## src/rtl/mant_div_param_pkg.sv

```systemverilog
// ----------------------------------------------------------------------------
// fp_div_pkg
// Shared definitions for the parameterised mantissa divider:
//   - state_t     : controller state encoding (IDLE / RUN / DONE)
//   - *_DEF       : default mantissa width, quotient width, bits per cycle
//   - cnt_width() : width of the step counter, clog2(Q_W/R + 1)
// ----------------------------------------------------------------------------
package fp_div_pkg;

    typedef enum logic [1:0] {
        ST_IDLE = 2'd0,
        ST_RUN  = 2'd1,
        ST_DONE = 2'd2
    } state_t;

    localparam int MANT_W_DEF = 24;
    localparam int Q_W_DEF    = 26;
    localparam int R_DEF      = 1;

    // Counter must hold the value Q_W/R loaded at accept.
    function automatic int cnt_width(input int q_w, input int r);
        return $clog2(q_w / r + 1);
    endfunction

endpackage

```

## src/rtl/mant_div_param_div_step.sv

```systemverilog
// ----------------------------------------------------------------------------
// div_step
// One combinational restoring-division step.
//   in_p  [MANT_W:0]   partial remainder
//   in_d  [MANT_W-1:0] divisor
//   out_q              quotient bit (in_p >= in_d)
//   out_p [MANT_W:0]   next partial remainder, (q ? P-D : P) << 1, truncated
// ----------------------------------------------------------------------------
module div_step #(
    parameter int MANT_W = 24
) (
    input  logic [MANT_W:0]   in_p,
    input  logic [MANT_W-1:0] in_d,
    output logic              out_q,
    output logic [MANT_W:0]   out_p
);

    logic [MANT_W:0] w_d_ext;
    logic [MANT_W:0] w_diff;
    logic [MANT_W:0] w_sel;

    assign w_d_ext = {1'b0, in_d};
    assign out_q   = (in_p >= w_d_ext);
    assign w_diff  = in_p - w_d_ext;
    assign w_sel   = out_q ? w_diff : in_p;
    // Left shift drops the MSB; with P < 2*D it is always zero here.
    assign out_p   = w_sel << 1;

endmodule

```

## src/rtl/mant_div_param.sv

```systemverilog
// ----------------------------------------------------------------------------
// mant_div_param
// Iterative restoring mantissa divider retiring R quotient bits per cycle.
// Ports:
//   in_Clk, in_Rst                 clock, async active-high reset
//   in_req_valid / out_req_ready   operand handshake (ready only in IDLE)
//   in_dividend [MANT_W:0]         dividend mantissa
//   in_divisor  [MANT_W-1:0]       divisor mantissa (MSB expected set)
//   in_abort                       synchronous cancel, highest priority
//   out_rsp_valid / in_rsp_ready   result handshake (valid held in DONE)
//   out_quotient [Q_W-1:0]         quotient, first-generated bit is MSB
//   out_remainder [MANT_W:0]       final partial remainder
//   out_sticky                     |remainder (forced 1 on divide-by-zero)
//   out_div_zero                   divisor was zero
// ----------------------------------------------------------------------------
module mant_div_param
    import fp_div_pkg::*;
#(
    parameter int MANT_W = MANT_W_DEF,
    parameter int Q_W    = Q_W_DEF,
    parameter int R      = R_DEF
) (
    input  logic              in_Clk,
    input  logic              in_Rst,
    input  logic              in_req_valid,
    output logic              out_req_ready,
    input  logic [MANT_W:0]   in_dividend,
    input  logic [MANT_W-1:0] in_divisor,
    input  logic              in_abort,
    output logic              out_rsp_valid,
    input  logic              in_rsp_ready,
    output logic [Q_W-1:0]    out_quotient,
    output logic [MANT_W:0]   out_remainder,
    output logic              out_sticky,
    output logic              out_div_zero
);

    localparam int CNT_W = cnt_width(Q_W, R);
    localparam int STEPS = Q_W / R;

    generate
        if ((R != 1 && R != 2) || (Q_W % R) != 0) begin : g_param_chk
            $error("mant_div_param: R must be 1 or 2 and divide Q_W");
        end
    endgenerate

    state_t            r_state;
    logic [MANT_W:0]   r_p;
    logic [MANT_W-1:0] r_d;
    logic [Q_W-1:0]    r_q;
    logic [CNT_W-1:0]  r_cnt;

    logic [MANT_W:0]   w_p [0:R];
    logic [R-1:0]      w_qbits;
    logic              w_d_zero;

    // Chain of R single-bit steps; step 0 yields the most significant bit.
    assign w_p[0] = r_p;
    generate
        for (genvar k = 0; k < R; k++) begin : g_step
            div_step #(.MANT_W(MANT_W)) u_step (
                .in_p  (w_p[k]),
                .in_d  (r_d),
                .out_q (w_qbits[R-1-k]),
                .out_p (w_p[k+1])
            );
        end
    endgenerate

    // Controller and datapath registers.
    always_ff @(posedge in_Clk or posedge in_Rst) begin
        if (in_Rst) begin
            r_state <= ST_IDLE;
            r_p     <= '0;
            r_d     <= '0;
            r_q     <= '0;
            r_cnt   <= '0;
        end else if (in_abort) begin
            r_state <= ST_IDLE;
            r_cnt   <= '0;
        end else begin
            case (r_state)
                ST_IDLE: begin
                    if (in_req_valid) begin
                        r_d     <= in_divisor;
                        r_p     <= in_dividend;
                        r_state <= ST_RUN;
                        if (in_divisor == '0) begin
                            // Divide-by-zero: one pass-through cycle, no steps,
                            // remainder keeps the dividend.
                            r_q   <= '1;
                            r_cnt <= CNT_W'(1);
                        end else begin
                            r_q   <= '0;
                            r_cnt <= CNT_W'(STEPS);
                        end
                    end
                end
                ST_RUN: begin
                    if (!w_d_zero) begin
                        r_p <= w_p[R];
                        r_q <= {r_q[Q_W-R-1:0], w_qbits};
                    end
                    r_cnt <= r_cnt - CNT_W'(1);
                    // "<=" rather than "==" so a corrupted count cannot hang.
                    if (r_cnt <= CNT_W'(1)) begin
                        r_state <= ST_DONE;
                    end
                end
                ST_DONE: begin
                    if (in_rsp_ready) begin
                        r_state <= ST_IDLE;
                    end
                end
                default: begin
                    r_state <= ST_IDLE;
                end
            endcase
        end
    end

    assign w_d_zero      = (r_d == '0);
    assign out_req_ready = (r_state == ST_IDLE);
    assign out_rsp_valid = (r_state == ST_DONE);
    assign out_quotient  = r_q;
    assign out_remainder = r_p;
    assign out_div_zero  = out_rsp_valid & w_d_zero;
    assign out_sticky    = (|r_p) | out_div_zero;

endmodule

```

## config.mk

```make
export PLATFORM = sky130hd
export DESIGN_NAME = mant_div_param
export DESIGN_NICKNAME = d
export VERILOG_FILES = /design/src/rtl/mant_div_param_pkg.sv /design/src/rtl/mant_div_param_div_step.sv /design/src/rtl/mant_div_param.sv
export SDC_FILE = /design/constraint.sdc
export NUM_CORES = 1
export LEC_CHECK = 0
export BUFFER_PORTS_ARGS = -buffer_cell sky130_fd_sc_hd__buf_2
export CORE_MARGIN = 3
export CORE_UTILIZATION = 26
export CTS_CLUSTER_SIZE = 14
export DETAILED_ROUTE_END_ITERATION = 8
export GPL_ROUTABILITY_DRIVEN = 0
export MAX_ROUTING_LAYER = met4
export PLACE_DENSITY_LB_ADDON = 0.05
export REMOVE_ABC_BUFFERS = 1
export SLEW_MARGIN = 10
export SYNTH_ARGS = -nofsm -noshare
export SYNTH_HDL_FRONTEND = slang
export SYNTH_SLANG_ARGS = --single-unit
```

## constraint.sdc

```tcl
create_clock -name in_Clk -period 4.85 [get_ports in_Clk]
set_clock_uncertainty 0.05 [all_clocks]
set_input_delay 0.97 -clock in_Clk [delete_from_list [all_inputs] [get_ports in_Clk]]
set_output_delay 0.97 -clock in_Clk [all_outputs]
set_load 0.005 [all_outputs]
```

Word level (Yosys, flattened, before mapping)
Index checks and enable logic that the tools add are counted.

Input port bits: 54. Bits in registers: 82. Output and inout bits: 55.

Order comparisons: 2. Bitwise operators: 3. Equality and inequality tests: 7. Mux-type cells: 17. $add $sub $neg: 2. Reductions and logical operators: 10.

Operators by type and width (count): 2-to-1 mux 26 bit (3); one-hot mux 26 bit (2 select lines) (1); 2-to-1 mux 25 bit (2); one-hot mux 25 bit (2 select lines) (1); zero test 24 bit (2); greater-or-equal comparator 25 x 24 -> 1 bit (1); OR reduction 25 bit (1); 2-to-1 mux 24 bit (1); subtractor 24 bit (1); 2-to-1 mux 5 bit (3); one-hot mux 5 bit (2 select lines) (1); 2-to-1 mux 2 bit (4); != test 3 x 2 -> 1 bit (second input constant) (2); one-hot mux 2 bit (3 select lines) (1); AND reduction 3 bit (2); less-or-equal comparator 5 x 1 -> 1 bit (second input constant) (1); subtractor 5 x 1 -> 5 bit (second input constant) (1); != test 2 bit (second input constant) (2); AND reduction 4 bit (1); != test 3 bit (second input constant) (1); nonzero test 3 bit (1); == test 2 x 1 -> 1 bit (second input constant) (1); == test 2 bit (second input constant) (1); zero test 2 bit (1); 5 further kinds (5).

Logic depth before layout (Yosys ltp)
Depth in word-level cells: 5. Mapped depth: 13. Gate-level depth less buffers: 12.

Modules after synthesis
From an unflattened synthesis, not the netlist that was laid out.

Cell total of the unflattened synthesis: 627. Area total of the unflattened synthesis: 6102.1 µm².

By module, submodules not included: mant_div_param (area an instance 4359.2 µm², cells an instance 373, instances 1, seq. area each 2052.0 µm²); div_step (area an instance 1742.9 µm², cells an instance 254, instances 1, seq. area each 0.0 µm²).

Worst setup path before layout
No wires, ideal clock.

Path type: reg-to-reg. Start: reg r_p[0], in the netlist out_remainder[0]. End: reg r_p[21], in the netlist out_remainder[21]. Arrival: 2.586 ns. Path slack: 2.091 ns. Stages on the path, launching flop included: 13. Clock period less this slack: 2.759 ns. Library setup time: 0.123 ns. Path through: dfrtp_1 > inv_1 > ha_1 > inv_1 > fa_1 > a21o_1 > a311oi_1 > o211a_1 > a211o_1 > o21ai_0 > a311oi_1 > mux2i_1 > nor2_1.

Longest elaborated chain between the ends: 4.

Ends and longest elaborated chain: start: declaration (line mant_div_param.sv:48) `logic [MANT_W:0] r_p;`; start signal: assignment (line mant_div_param.sv:86) `r_p <= in_dividend;`; start signal: assignment (line mant_div_param.sv:101) `r_p <= w_p[R];`; subtractor 24 bit / greater-or-equal comparator 25 x 24 -> 1 bit (equally long branches) (line mant_div_param_div_step.sv:24, mant_div_param_div_step.sv:23); 2-to-1 mux 24 bit * (line mant_div_param_div_step.sv:25) `assign w_sel = out_q ? w_diff : in_p;`; 2-to-1 mux 25 bit * (line mant_div_param.sv:100) `if (!w_d_zero) begin`; one-hot mux 25 bit (2 select lines) * (line mant_div_param.sv:82) `case (r_state)`.

Mark *: on every way between the ends. The rest lies on a longest branch, timed or not. The select of a mux whose other input is x is not followed. A chain may end at the register's enable or synchronous reset.

Final worst setup path
Start: reg r_d[0]. End: out out_sticky.

Longest elaborated chain between the ends: 3.

Ends and longest elaborated chain: start: declaration (line mant_div_param.sv:49) `logic [MANT_W-1:0] r_d;`; start signal: assignment (line mant_div_param.sv:85) `r_d <= in_divisor;`; zero test 24 bit (line mant_div_param.sv:122) `assign w_d_zero = (r_d == '0);`; bitwise AND 1 bit (line mant_div_param.sv:127) `assign out_div_zero = out_rsp_valid & w_d_zero;`; bitwise OR 1 bit (line mant_div_param.sv:128) `assign out_sticky = (|r_p) | out_div_zero;`; end: declaration (line mant_div_param.sv:34) `output logic out_sticky,`.

No other way between the ends.

==> impl_metrics.py <==
metrics = {
    "logic_synthesis": {
        "dominantRegCellSynth": "sky130_fd_sc_hd__dfrtp_1",
        "post_synth_inst_count": 618,
        "largest_cells_by_area_after_synthesis": "sky130_fd_sc_hd__dfrtp_1 (39%), sky130_fd_sc_hd__o21ai_0 (7.9%), sky130_fd_sc_hd__a21oi_1 (6.6%), sky130_fd_sc_hd__ha_1 (6.2%), sky130_fd_sc_hd__nand2_1 (5.7%)",
        "synthArstFlopShare_pct": 100,
        "synth_enable_flop_cells": 0,
        "yosysWarnings": 0,
        "synthDistinctLibCells": 61,
        "register_area_share_after_synthesis_pct": 39.2,
        "synth_area_per_cell_um2": 8.46,
        "synth-seq-cells": 82,
        "synth.cell_area_um2": 5230,
        "synth_largest_area_cell": "sky130_fd_sc_hd__dfrtp_1",
        "top_cell_type_s_share_of_synthesized_area_pct": 39.2,
    },
    "placed_design": {
        "post_place_instance_area_um2": 6010,
        "setup_ws_pre_cts_ns": 1.54,
        "dp_hpwl_um": 13500,
        "placedCellCount": 963,
        "buffer_ports.inserted": 108,
    },
    "finish": {
        "nFillCells": 2099,
        "areaGrowthSynthToFinish_pct": 20.9,
        "layout.nets": 790,
        "fin_cells": 982,
        "layout_cell_share_with_drive_strength_beyond_1_pct": 21.1,
        "final_design_area_no_fill_um2": 6320,
    },
    "grt": {
        "grt_overflow": 0,
        "grt_pass1_vias": 4913,
        "grt_use_total_pct": 16.7,
        "grt_antenna_before_repair": 3,
        "largest_net_degree_at_the_start_of_global_routing": 78,
        "grt_pass1_wl_um": 27900,
    },
    "route": {
        "remaining_drc_errors": 0,
        "route.detailed.vias_per_inst": 4.96,
        "total_via_count_after_detailed_routing": 4869,
        "drt-initial-drc-count": 287,
        "wirelength_um": 17800,
        "postRouteAntennaNets": 0,
        "drt-pass1-iter-count": 5,
        "route.detailed.wl_per_inst_um": 18.1,
    },
    "worst_setup_path": {
        "worst_r2r_path_depth": 10,
        "start_kind": "flip-flop",
        "startpoint": "r_d[0]",
        "crit_path_end_kind": "output pin",
        "timing.critical_path.required_ns": 3.83,
        "worst-r2r-setup-slack_ns": 1.53,
        "timing.rr.start": "out_remainder[15]",
        "setup.worst_path.class": "flip-flop to output pin",
        "worst_ep_arrival_time_ns": 2.41,
        "worstPathMaxFanout": 3,
        "worst_setup_path_endpoint": "out_sticky",
        "worst_r2r_endpoint": "out_remainder[18]",
    },
    "worst_hold_path": {
        "timing.hold.worst.class": "flip-flop to flip-flop",
        "hold_path.startpoint": "out_quotient[25]",
    },
    "clock_tree": {
        "tritoncts_num_sinks": 82,
        "cts.htree.levels": 3,
        "numCtsBuffers": 9,
        "clock-root-buffer": "sky130_fd_sc_hd__clkbuf_16",
        "clock_insertion_delay_worst_skew_ns": 0.35,
        "post_cts_resize_count": 0,
        "post-cts-setup-buffers": 0,
        "clk_pin_slew_ns": 0.07,
        "tritoncts_clock_tree": "yes",
        "clockBufferDepth": 2,
        "cts_hold_repair.buffers": 0,
    },
    "power_and_ir_drop": {
        "swShare_pct": 47.7,
        "power_switching_mw": 2.03,
        "internal-power_mw": 2.23,
        "irDropWorstVdd_mv": 0.205,
        "p_total_mw": 4.27,
        "pwr-share-comb_pct": 57.1,
        "powerDensity_nw_per_um2": 675,
        "share_clk_of_total_power_pct": 16.9,
        "power.static_leakage_nw": 2.94,
        "seq_power_share_pct": 26.0,
    },
    "sta": {
        "finalCriticalPeriod_ns": 3.43,
        "fin_ws_ns": 1.42,
        "fin_crit_sh_pct": 70.7,
        "timing_max_transition_violations_final": 0,
        "max_slew.worst_pin.slew_ns": 0.923,
        "final-hold-violation-count": 0,
        "setup_tns_ns": 0,
        "grt_setup_unrepaired": "no",
        "slew_headroom_pct": 38.4,
        "final_report_setup_violation_count": 0,
        "achievable-frequency_ghz": 0.292,
    },
    "status": {
        "run_status": "finished, final reports clean",
    },
    "floorplanning": {
        "die_area_um2": 21900,
        "die-width_um": 148,
        "placeableCoreArea_um2": 19600,
        "start_util_pct": 26.7,
        "floorplan.die.height_um": 148,
        "std_cell_rows": 51,
        "top_level_ports": 109,
    },
    "job": {
        "cap_viol_max_count": 0,
    },
}
==> cell families after synthesis <==
logic type                 Yosys count  synth area share, %
muxes                               12                 2.34
xor gates and xnor gates            21                 3.52
and+or+nand+nor                    182                 16.9
AOI/OAI and AO/OA                  225                 25.8
buffers and inverters               69                 5.64
DFF                                 82                 39.2
adders and majority gates           27                 6.60
==> worst min path at each step <==
stage / to / depth (start not counted)
2_1_floorplan: r_cnt[4] / 2
4_1_cts: out_quotient[25] / 2
6_report: out_quotient[25] / 2
3_5_place_dp: out_quotient[25] / 2
3_3_place_gp: out_quotient[25] / 2
5_1_grt: out_quotient[25] / 2
==> critical path, cell delays in order (launching register included) <==
cell and delay, ns:
sky130_fd_sc_hd__dfrtp_1 0.43, sky130_fd_sc_hd__nor4_1 0.56, sky130_fd_sc_hd__nand4_1 0.23, sky130_fd_sc_hd__nor2_1 0.41, sky130_fd_sc_hd__and2_1 0.22, sky130_fd_sc_hd__or3_1 0.12, sky130_fd_sc_hd__buf_2 0.10
==> registers in the layout, indices dropped and copies added, names as in the netlist <==
register       cells
r_cnt              5
r_d               24
out_quotient      26
out_remainder     25
r_state            2
==> synthesized netlist by cell type, types with 7 or more instances <==
| library cell | instances |
|---|---|
| sky130_fd_sc_hd__nand4_1 | 9 |
| sky130_fd_sc_hd__nor4_1 | 17 |
| sky130_fd_sc_hd__dfrtp_1 | 82 |
| sky130_fd_sc_hd__o211ai_1 | 8 |
| sky130_fd_sc_hd__ha_1 | 26 |
| sky130_fd_sc_hd__o21ai_0 | 83 |
| sky130_fd_sc_hd__inv_1 | 33 |
| sky130_fd_sc_hd__a31oi_1 | 7 |
| sky130_fd_sc_hd__nand2_1 | 79 |
| sky130_fd_sc_hd__xor2_1 | 12 |
| sky130_fd_sc_hd__nor2_1 | 31 |
| sky130_fd_sc_hd__nand3_1 | 16 |
| sky130_fd_sc_hd__a21o_1 | 24 |
| sky130_fd_sc_hd__clkbuf_1 | 24 |
| sky130_fd_sc_hd__mux2i_1 | 10 |
| sky130_fd_sc_hd__a21oi_1 | 69 |
| sky130_fd_sc_hd__xnor2_1 | 9 |
==> power by group through the flow <==
stage	Clock, mW	Sequential (mW)	Combinational (mW)
floorplan	0	1.03	1.71
global placement	0	1.13	2.43
detailed placement	0	1.13	2.41
CTS	0.749	1.12	2.43
global route	0.777	1.14	2.68
finish	0.721	1.11	2.43
==> per-stage QoR <==
stage                     hold slack [ns]  util [%]
after global routing                0.470      32.3
final                               0.436      32.3
after detailed placement            0.430      30.7
after global placement              0.423      30.7
after CTS                           0.447      32.2
after floorplan                     0.421         -
==> cell usage in the layout (no fill, tap or decap), drive strengths merged, types with 3 or more instances in the layout <==
cell type	Yosys	routed
and3	3	3
inv	33	34
a21o	24	24
mux2i	10	10
a21oi	69	69
nand3	16	16
nor3	4	4
xor2	12	12
a31oi	9	9
o21ai	86	86
diode	0	3
dfrtp	82	82
nand2	80	80
nand2b	3	3
xnor2	9	9
ha	26	26
nand4	10	10
o221ai	4	4
o211ai	8	8
nor4	17	17
nor2b	5	5
or3	4	4
clkinv	0	3
buf	11	116
clkbuf	25	10
nor2	31	31
a211oi	3	3
a311oi	3	3
==> layout make-up <==
class	count	area (um^2)	share of cell area, %
flip-flops and latches	82	2050	32.4
repair buffers	116	601	9.50
multi-input cells	467	2910	45.9
inverters	33	125	1.98
clock inverters	6	72.6	1.15
well taps	265	332	5.24
diodes	3	7.51	0.119
clock buffers	10	229	3.62
==> metal layers <==
metal	vias up	global-route usage, %	wire length (um)
met5	-	-	0
met2	125	25.8	8120
met1	2316	22.4	8610
met4	0	3.88	204
li1	2414	-	-
met3	14	4.17	875
(Power assumes the default switching activity.)
